$ cat src/rtl/rv_pkg.sv
// Shared RISC-V pipeline definitions: load funct3 encodings and the retired-write history entry.
package rv_pkg;

    localparam int unsigned RV_XLEN = 32;
    localparam int unsigned REG_AW  = 5;

    localparam logic [2:0] F3_LB  = 3'b000;
    localparam logic [2:0] F3_LH  = 3'b001;
    localparam logic [2:0] F3_LW  = 3'b010;
    localparam logic [2:0] F3_LBU = 3'b100;
    localparam logic [2:0] F3_LHU = 3'b101;

    typedef struct packed {
        logic               v;
        logic [REG_AW-1:0]  rd;
        logic [RV_XLEN-1:0] data;
    } wb_entry_t;

    // Reserved encodings behave as LW, including the alignment rule.
    function automatic logic load_misaligned(input logic [2:0] funct3, input logic [1:0] addr_lo);
        logic mis;
        case (funct3)
            F3_LB, F3_LBU: mis = 1'b0;
            F3_LH, F3_LHU: mis = addr_lo[0];
            default:       mis = (addr_lo != 2'b00);
        endcase
        return mis;
    endfunction

endpackage

$ cat src/rtl/wb_stage_pipe_if.sv
// MEM -> WB transfer bus with valid/ready handshake.
interface wb_stage_pipe_if #(
    parameter int unsigned XLEN = 32
);
    localparam int unsigned WORD_W = 32;
    localparam int unsigned REG_W  = 5;

    logic              in_valid;
    logic              in_ready;
    logic [XLEN-1:0]   alu_result_mem;
    logic [WORD_W-1:0] load_word_mem;
    logic [1:0]        addr_lo_mem;
    logic [2:0]        funct3_mem;
    logic [REG_W-1:0]  rd_mem;
    logic              reg_write_mem;
    logic              memtoreg_mem;

    modport master (
        output in_valid, alu_result_mem, load_word_mem, addr_lo_mem,
               funct3_mem, rd_mem, reg_write_mem, memtoreg_mem,
        input  in_ready
    );

    modport slave (
        input  in_valid, alu_result_mem, load_word_mem, addr_lo_mem,
               funct3_mem, rd_mem, reg_write_mem, memtoreg_mem,
        output in_ready
    );
endinterface

$ cat src/rtl/wb_load_align.sv
// Combinational load formatter: selects byte/half/word from an aligned word and flags misalignment.
module wb_load_align
    import rv_pkg::*;
(
    input  logic [31:0] word,
    input  logic [1:0]  addr_lo,
    input  logic [2:0]  funct3,
    output logic [31:0] data,
    output logic        misalign
);

    logic [7:0]  byte_sel;
    logic [15:0] half_sel;

    always_comb begin
        byte_sel = 8'(word >> {addr_lo, 3'b000});
        half_sel = 16'(word >> {addr_lo[1], 4'b0000});
        case (funct3)
            F3_LB:   data = {{24{byte_sel[7]}}, byte_sel};
            F3_LBU:  data = {24'd0, byte_sel};
            F3_LH:   data = {{16{half_sel[15]}}, half_sel};
            F3_LHU:  data = {16'd0, half_sel};
            default: data = word;
        endcase
        misalign = load_misaligned(funct3, addr_lo);
    end

endmodule

$ cat src/rtl/wb_stage_pipe.sv
// Writeback stage: MEM/WB register, load formatting, regfile write port,
// retired-write history for decode bypass and retired-instruction counter.
module wb_stage_pipe
    import rv_pkg::*;
#(
    parameter int unsigned XLEN         = 32,
    parameter int unsigned BYPASS_DEPTH = 2,
    parameter int unsigned CNT_W        = 64
) (
    input  logic                 clk,
    input  logic                 rst_n,
    wb_stage_pipe_if.slave       mem,
    input  logic                 flush_wb,
    input  logic                 wb_hold,
    output logic [XLEN-1:0]      wb_write_data,
    output logic [REG_AW-1:0]    wb_write_addr,
    output logic                 wb_write_en,
    output logic                 wb_valid,
    output logic                 misalign_err,
    input  logic [REG_AW-1:0]    rs1_addr,
    input  logic [REG_AW-1:0]    rs2_addr,
    output logic                 rs1_hit,
    output logic [XLEN-1:0]      rs1_data,
    output logic                 rs2_hit,
    output logic [XLEN-1:0]      rs2_data,
    output logic [CNT_W-1:0]     instret_count
);

    localparam int unsigned WORD_W = 32;

    logic [XLEN-1:0]   wb_alu;
    logic [WORD_W-1:0] wb_word;
    logic [1:0]        wb_addr_lo;
    logic [2:0]        wb_funct3;
    logic [REG_AW-1:0] wb_rd;
    logic              wb_reg_write;
    logic              wb_memtoreg;

    logic [WORD_W-1:0] load_data;
    logic              load_misalign;
    logic              commit;

    wb_entry_t hist [BYPASS_DEPTH];

    assign mem.in_ready = !wb_hold;

    // MEM/WB register; flush kills the held instruction even while frozen.
    always_ff @(posedge clk or negedge rst_n) begin
        if (!rst_n) begin
            wb_valid     <= 1'b0;
            wb_alu       <= '0;
            wb_word      <= '0;
            wb_addr_lo   <= '0;
            wb_funct3    <= '0;
            wb_rd        <= '0;
            wb_reg_write <= 1'b0;
            wb_memtoreg  <= 1'b0;
        end else if (!wb_hold) begin
            wb_valid     <= mem.in_valid & !flush_wb;
            wb_alu       <= mem.alu_result_mem;
            wb_word      <= mem.load_word_mem;
            wb_addr_lo   <= mem.addr_lo_mem;
            wb_funct3    <= mem.funct3_mem;
            wb_rd        <= mem.rd_mem;
            wb_reg_write <= mem.reg_write_mem;
            wb_memtoreg  <= mem.memtoreg_mem;
        end else if (flush_wb) begin
            wb_valid     <= 1'b0;
        end
    end

    wb_load_align u_load_align (
        .word     (wb_word),
        .addr_lo  (wb_addr_lo),
        .funct3   (wb_funct3),
        .data     (load_data),
        .misalign (load_misalign)
    );

    // Commit-cycle decode of the regfile write port.
    always_comb begin
        commit        = wb_valid & !wb_hold;
        misalign_err  = commit & wb_memtoreg & load_misalign;
        wb_write_en   = commit & wb_reg_write & (wb_rd != '0) & !misalign_err;
        wb_write_addr = wb_rd;
        wb_write_data = wb_memtoreg ? XLEN'(load_data) : wb_alu;
    end

    always_ff @(posedge clk or negedge rst_n) begin
        if (!rst_n) begin
            instret_count <= '0;
        end else if (commit) begin
            instret_count <= instret_count + CNT_W'(1);
        end
    end

    // Retired-write history; entry 0 is the youngest.
    always_ff @(posedge clk or negedge rst_n) begin
        if (!rst_n) begin
            for (int i = 0; i < int'(BYPASS_DEPTH); i++) begin
                hist[i] <= '0;
            end
        end else if (wb_write_en) begin
            hist[0] <= '{v: 1'b1, rd: wb_rd, data: RV_XLEN'(wb_write_data)};
            for (int i = 1; i < int'(BYPASS_DEPTH); i++) begin
                hist[i] <= hist[i-1];
            end
        end
    end

    // Bypass search from oldest to youngest so younger matches overwrite; live write wins.
    always_comb begin
        rs1_hit  = 1'b0;
        rs1_data = '0;
        rs2_hit  = 1'b0;
        rs2_data = '0;
        for (int i = int'(BYPASS_DEPTH) - 1; i >= 0; i--) begin
            if (hist[i].v && (rs1_addr != '0) && (hist[i].rd == rs1_addr)) begin
                rs1_hit  = 1'b1;
                rs1_data = XLEN'(hist[i].data);
            end
            if (hist[i].v && (rs2_addr != '0) && (hist[i].rd == rs2_addr)) begin
                rs2_hit  = 1'b1;
                rs2_data = XLEN'(hist[i].data);
            end
        end
        if (wb_write_en && (rs1_addr != '0) && (wb_write_addr == rs1_addr)) begin
            rs1_hit  = 1'b1;
            rs1_data = wb_write_data;
        end
        if (wb_write_en && (rs2_addr != '0) && (wb_write_addr == rs2_addr)) begin
            rs2_hit  = 1'b1;
            rs2_data = wb_write_data;
        end
    end

endmodule

$ cat src/flat_wrapper.sv
// flat-port wrapper written by rule: the top's interface ports become plain ports
module wb_stage_pipe_flat import rv_pkg::*;
#(
    parameter int unsigned XLEN         = 32,
    parameter int unsigned BYPASS_DEPTH = 2,
    parameter int unsigned CNT_W        = 64
)
  (clk, rst_n, flush_wb, wb_hold, wb_write_data, wb_write_addr, wb_write_en, wb_valid, misalign_err, rs1_addr, rs2_addr, rs1_hit, rs1_data, rs2_hit, rs2_data, instret_count, mem_in_valid, mem_alu_result_mem, mem_load_word_mem, mem_addr_lo_mem, mem_funct3_mem, mem_rd_mem, mem_reg_write_mem, mem_memtoreg_mem, mem_in_ready);
  wb_stage_pipe_if #(.XLEN(XLEN)) mem_i ();
  input  logic clk;
  input  logic rst_n;
  input  logic flush_wb;
  input  logic wb_hold;
  output logic [XLEN-1:0] wb_write_data;
  output logic [REG_AW-1:0] wb_write_addr;
  output logic wb_write_en;
  output logic wb_valid;
  output logic misalign_err;
  input  logic [REG_AW-1:0] rs1_addr;
  input  logic [REG_AW-1:0] rs2_addr;
  output logic rs1_hit;
  output logic [XLEN-1:0] rs1_data;
  output logic rs2_hit;
  output logic [XLEN-1:0] rs2_data;
  output logic [CNT_W-1:0] instret_count;
  input wire logic [$bits(mem_i.in_valid)-1:0] mem_in_valid;
  input wire logic [$bits(mem_i.alu_result_mem)-1:0] mem_alu_result_mem;
  input wire logic [$bits(mem_i.load_word_mem)-1:0] mem_load_word_mem;
  input wire logic [$bits(mem_i.addr_lo_mem)-1:0] mem_addr_lo_mem;
  input wire logic [$bits(mem_i.funct3_mem)-1:0] mem_funct3_mem;
  input wire logic [$bits(mem_i.rd_mem)-1:0] mem_rd_mem;
  input wire logic [$bits(mem_i.reg_write_mem)-1:0] mem_reg_write_mem;
  input wire logic [$bits(mem_i.memtoreg_mem)-1:0] mem_memtoreg_mem;
  output wire logic [$bits(mem_i.in_ready)-1:0] mem_in_ready;
  assign mem_i.in_valid = mem_in_valid;
  assign mem_i.alu_result_mem = mem_alu_result_mem;
  assign mem_i.load_word_mem = mem_load_word_mem;
  assign mem_i.addr_lo_mem = mem_addr_lo_mem;
  assign mem_i.funct3_mem = mem_funct3_mem;
  assign mem_i.rd_mem = mem_rd_mem;
  assign mem_i.reg_write_mem = mem_reg_write_mem;
  assign mem_i.memtoreg_mem = mem_memtoreg_mem;
  assign mem_in_ready = mem_i.in_ready;
  wb_stage_pipe #(.XLEN(XLEN), .BYPASS_DEPTH(BYPASS_DEPTH), .CNT_W(CNT_W)) u_core (.clk(clk), .rst_n(rst_n), .mem(mem_i), .flush_wb(flush_wb), .wb_hold(wb_hold), .wb_write_data(wb_write_data), .wb_write_addr(wb_write_addr), .wb_write_en(wb_write_en), .wb_valid(wb_valid), .misalign_err(misalign_err), .rs1_addr(rs1_addr), .rs2_addr(rs2_addr), .rs1_hit(rs1_hit), .rs1_data(rs1_data), .rs2_hit(rs2_hit), .rs2_data(rs2_data), .instret_count(instret_count));
endmodule
$ cat config.mk
export PLATFORM = sky130hd
export DESIGN_NAME = wb_stage_pipe_flat
export DESIGN_NICKNAME = d
export VERILOG_FILES = /design/src/rtl/rv_pkg.sv /design/src/rtl/wb_stage_pipe_if.sv /design/src/rtl/wb_load_align.sv /design/src/rtl/wb_stage_pipe.sv /design/src/flat_wrapper.sv
export SDC_FILE = /design/constraint.sdc
export NUM_CORES = 1
export LEC_CHECK = 0
export CAP_MARGIN = 20
export CELL_PAD_IN_SITES_DETAIL_PLACEMENT = 1
export CELL_PAD_IN_SITES_GLOBAL_PLACEMENT = 2
export CORE_UTILIZATION = 35
export CTS_CLUSTER_DIAMETER = 100
export CTS_CLUSTER_SIZE = 28
export DETAILED_ROUTE_END_ITERATION = 8
export PLACE_DENSITY = 0.85
export SYNTH_ARGS = -nofsm -noshare
export SYNTH_HDL_FRONTEND = slang
export SYNTH_SLANG_ARGS = --single-unit
$ cat constraint.sdc
create_clock -name clk -period 5.17 [get_ports clk]
set_input_delay 1.034 -clock clk [delete_from_list [all_inputs] [get_ports clk]]
set_output_delay 1.034 -clock clk [all_outputs]
set_load 0.02 [all_outputs]
==> results by group <==
Run status
  – Status: finished clean

Pwr
  – VDD IR max: 0.000202 V
  – Combinational Power Share: 27.5%
  – Sequential power share: 48.1%
  – Int Pwr: 3.10 mW
  – Leakage: 7.35 nW
  – Power per Cell Area: 305 nW/µm²
  – Switching pwr: around 1.6 mW
  – Clock share of power: approximately a quarter
  – Switch share: 34.5%

STA
  – Final Skew: 0.0401 ns
  – Final setup violating endpoints: 0
  – Fin crit share: 96.3%
  – Crit path time final: around 5 ns
  – Max Slew Vio Count: 0
  – Final hold violation count: 0
  – RSZ-0062 raised after global routing: false
  – Max transition margin: ~28%
  – FMAX: 201 MHz
  – Total Neg Setup Slack: 0 ns
  – Transition time of the tightest slew-check pin: 1.08 ns

Floorplanning
  – Starting density of the core: 35.8%
  – Core ar.: 33800 µm²
  – I/O Pins: ~260
  – Die W: 188 µm
  – Site row count: 67
  – Die area: 35300 µm²
  – Die H: 188 µm

Placement
  – RePlAce Congestion: 0.824
  – # port buffers: about 260
  – Placed inst area: 15100 µm²
  – Post-detail-place hpwl: 28100 µm

Global route
  – Total gr overflow: 0
  – First-pass GRT wire length: 60900 µm
  – Largest net degree at the start of global routing: 109
  – GRT Total Usage: 21.9%
  – Number of global-route vias before repair: between 10000 and 15000
  – Initial antenna violation count: 10

Detailed routing
  – DRC viols: 0
  – DRT Pass-1 Iters: 5
  – Via Count: roughly 9800
  – Routed vias/inst: 5.30
  – DR iter-0 viols: about 630
  – Final ANT Viol Nets: 0
  – Detailed-route wire length per cell: roughly 21 µm
  – Drt total wl: 39100 µm

Clock tree
  – CTS hold repair buffers: 0
  – CTS Sinks: 217
  – TritonCTS buffer count: 13
  – CTS tree: built
  – Worst skew pair latency: 0.50 ns
  – Postcts setup bufs: 0
  – Post-cts sizing count: 0
  – Reg clk slew, reported paths: 0.10 ns
  – Max Buffers Root-to-Sink: 3
  – Max H-tree Level: 1
  – CTS root buffer: clkbuf_16

Synthesis
  – Yosys top cell by area: dfrtp_1
  – Top cells by area, synth: dfrtp_1 (45%), mux2i_1 (11%), mux2_2 (7.3%), nand2_1 (6.1%), nor4b_1 (4.6%)
  – Synth cell types: 54
  – Yosys warns: 0
  – EDFF count, synth: 0
  – Synthesized area per cell: 10.5 µm²
  – Asr flop ratio synth: 100%
  – Post-synthesis cell area: between 10000 and 15000 µm²
  – Sequential element share of the synthesized area: 44.9%
  – Post-synth top flop: dfrtp_1
  – Post-synth top area share: approximately 45%
  – Synthesized instance count: 1155
  – Seq cells post-synth: 217
  – Synthesized net count: 1247

Hold path
  – Hold depth: 1
  – Hold Crit Class: flip-flop to flip-flop

Finish
  – Layout cells sized above 1: about 12%
  – Area Overhead vs Synth: 28.4%
  – Core Util, Final: 46.0%
  – Final instance area: 15500 µm²
  – Final nets: approximately 1500

Run
  – Maximum Capacitance Violations: 0

Critical path
  – Reg2reg path depth: 6
  – Critical Path Fanout Max: 23
  – WP data required: 4.14 ns
  – Setup CP Type: input port to primary output
  – Crit. End Element: primary output
  – CP Data Arrival Time: 3.95 ns
  – Startpoint types: input port
  – Worst R2R Setup Slack: 2.23 ns
cell families after synthesis:
group                    after synthesis  share of synthesized area, %
AND/OR/NAND/NOR                      414                          18.7
buffers and inverters                120                          5.10
flip-flops                           217                          44.9
AO/OA/AOI/OAI                         96                          5.91
XOR/XNOR                              93                          6.74
adder cells (fa/ha/maj)                1                         0.103
multiplexers                         214                          18.5
cells in the mapped netlist, types with 10 or more instances:
| cell | number |
|---|---|
| clkbuf_1 | 41 |
| nor2_1 | 32 |
| nor2b_1 | 10 |
| inv_1 | 45 |
| nor4b_1 | 64 |
| nand3_1 | 18 |
| nand2_1 | 196 |
| dfrtp_1 | 217 |
| and3_1 | 10 |
| xor2_1 | 42 |
| mux2i_1 | 136 |
| o21ai_1 | 18 |
| nand4_1 | 24 |
| buf_6 | 10 |
| o21ai_0 | 32 |
| a221oi_2 | 13 |
| mux2_2 | 78 |
| nor3_1 | 12 |
| xnor2_1 | 51 |
state kept, by name (all words and copies together), names as in the netlist:
register / cells
u_core.wb_word: 32
u_core.wb_addr_lo: 2
u_core.hist: 76
u_core.wb_reg_write: 1
u_core.wb_memtoreg: 1
u_core.wb_valid: 1
u_core.instret_count: 64
u_core.wb_alu: 32
u_core.wb_write_addr: 5
u_core.wb_funct3: 3
worst paths after layout:
check | from | to
hold reg to reg | u_core.instret_count[63] | u_core.instret_count[63]
hold / removal | u_core.instret_count[63] | u_core.instret_count[63]
setup / recovery | rs2_addr[0] | rs2_data[2]
min in group asynchronous | rst_n | u_core.hist[75]
setup reg to reg | u_core.wb_addr_lo[1] | u_core.hist[17]
max in group asynchronous | rst_n | u_core.wb_word[30]
layout by cell type (no fill, tap or decap), types with 18 or more instances in the layout:
cell type / instances
nand3_1: 18
dfrtp_1: 217
mux2i_1: 136
o21ai_0: 32
inv_1: 45
xnor2_1: 51
nand2_1: 196
nand4_1: 24
buf_4: 29
clkdlybuf4s50_1: 259
o21ai_1: 18
xor2_1: 42
nor4b_1: 64
nor2_1: 32
mux2_2: 78
critical path: stages:
cell and delay [ns]:
clkdlybuf4s50_1 0.62, or4_4 0.20, nor2_4 0.04, or4_2 0.69, buf_4 0.29, mux2i_1 0.19
mux2i_1 0.20, clkdlybuf4s50_1 0.65
cell type report:
| type | count | area, µm² |
|---|---|---|
| fillers | 3714 | 18300 |
| well taps | 448 | 561 |
| diodes | 7 | 17.5 |
| inverters | 47 | 181 |
| clock inverters | 7 | 90.1 |
| repair buffers | 291 | 2870 |
| multi-input cells | 818 | 6050 |
| clock buffers | 14 | 329 |
| flip-flops and latches | 217 | 5430 |
through the flow:
stage          worst slack (ns)  cells  hold WS (ns)  total power [mW]
6_report                  0.189   1849         0.478              4.74
3_3_place_gp              0.176   1821         0.459              3.58
3_5_place_dp              0.163   1821         0.460              3.62
2_1_floorplan              1.46   1155         0.452              2.99
4_1_cts                   0.171   1842         0.481              4.80
5_1_grt                   0.126   1845         0.505              4.99
power by group through the flow:
stage          Clock, mW  Combinational, mW  Sequential [mW]
2_1_floorplan          0              0.774             2.22
3_3_place_gp           0               1.28             2.30
3_5_place_dp           0               1.31             2.31
4_1_cts             1.21               1.32             2.27
5_1_grt             1.25               1.42             2.32
6_report            1.16               1.30             2.28
routing by layer:
layer | GRT usage, % | vias to the layer above | part of all wire [%]
met4 | 4.57 | 6 | 1.7
met2 | 36.4 | 260 | 47
li1 | - | 4507 | -
met3 | 5.35 | 38 | 6.6
met5 | 0 | - | 0.10
met1 | 28.8 | 4993 | 44
No activity file was read; power rests on OpenSTA's default activity.
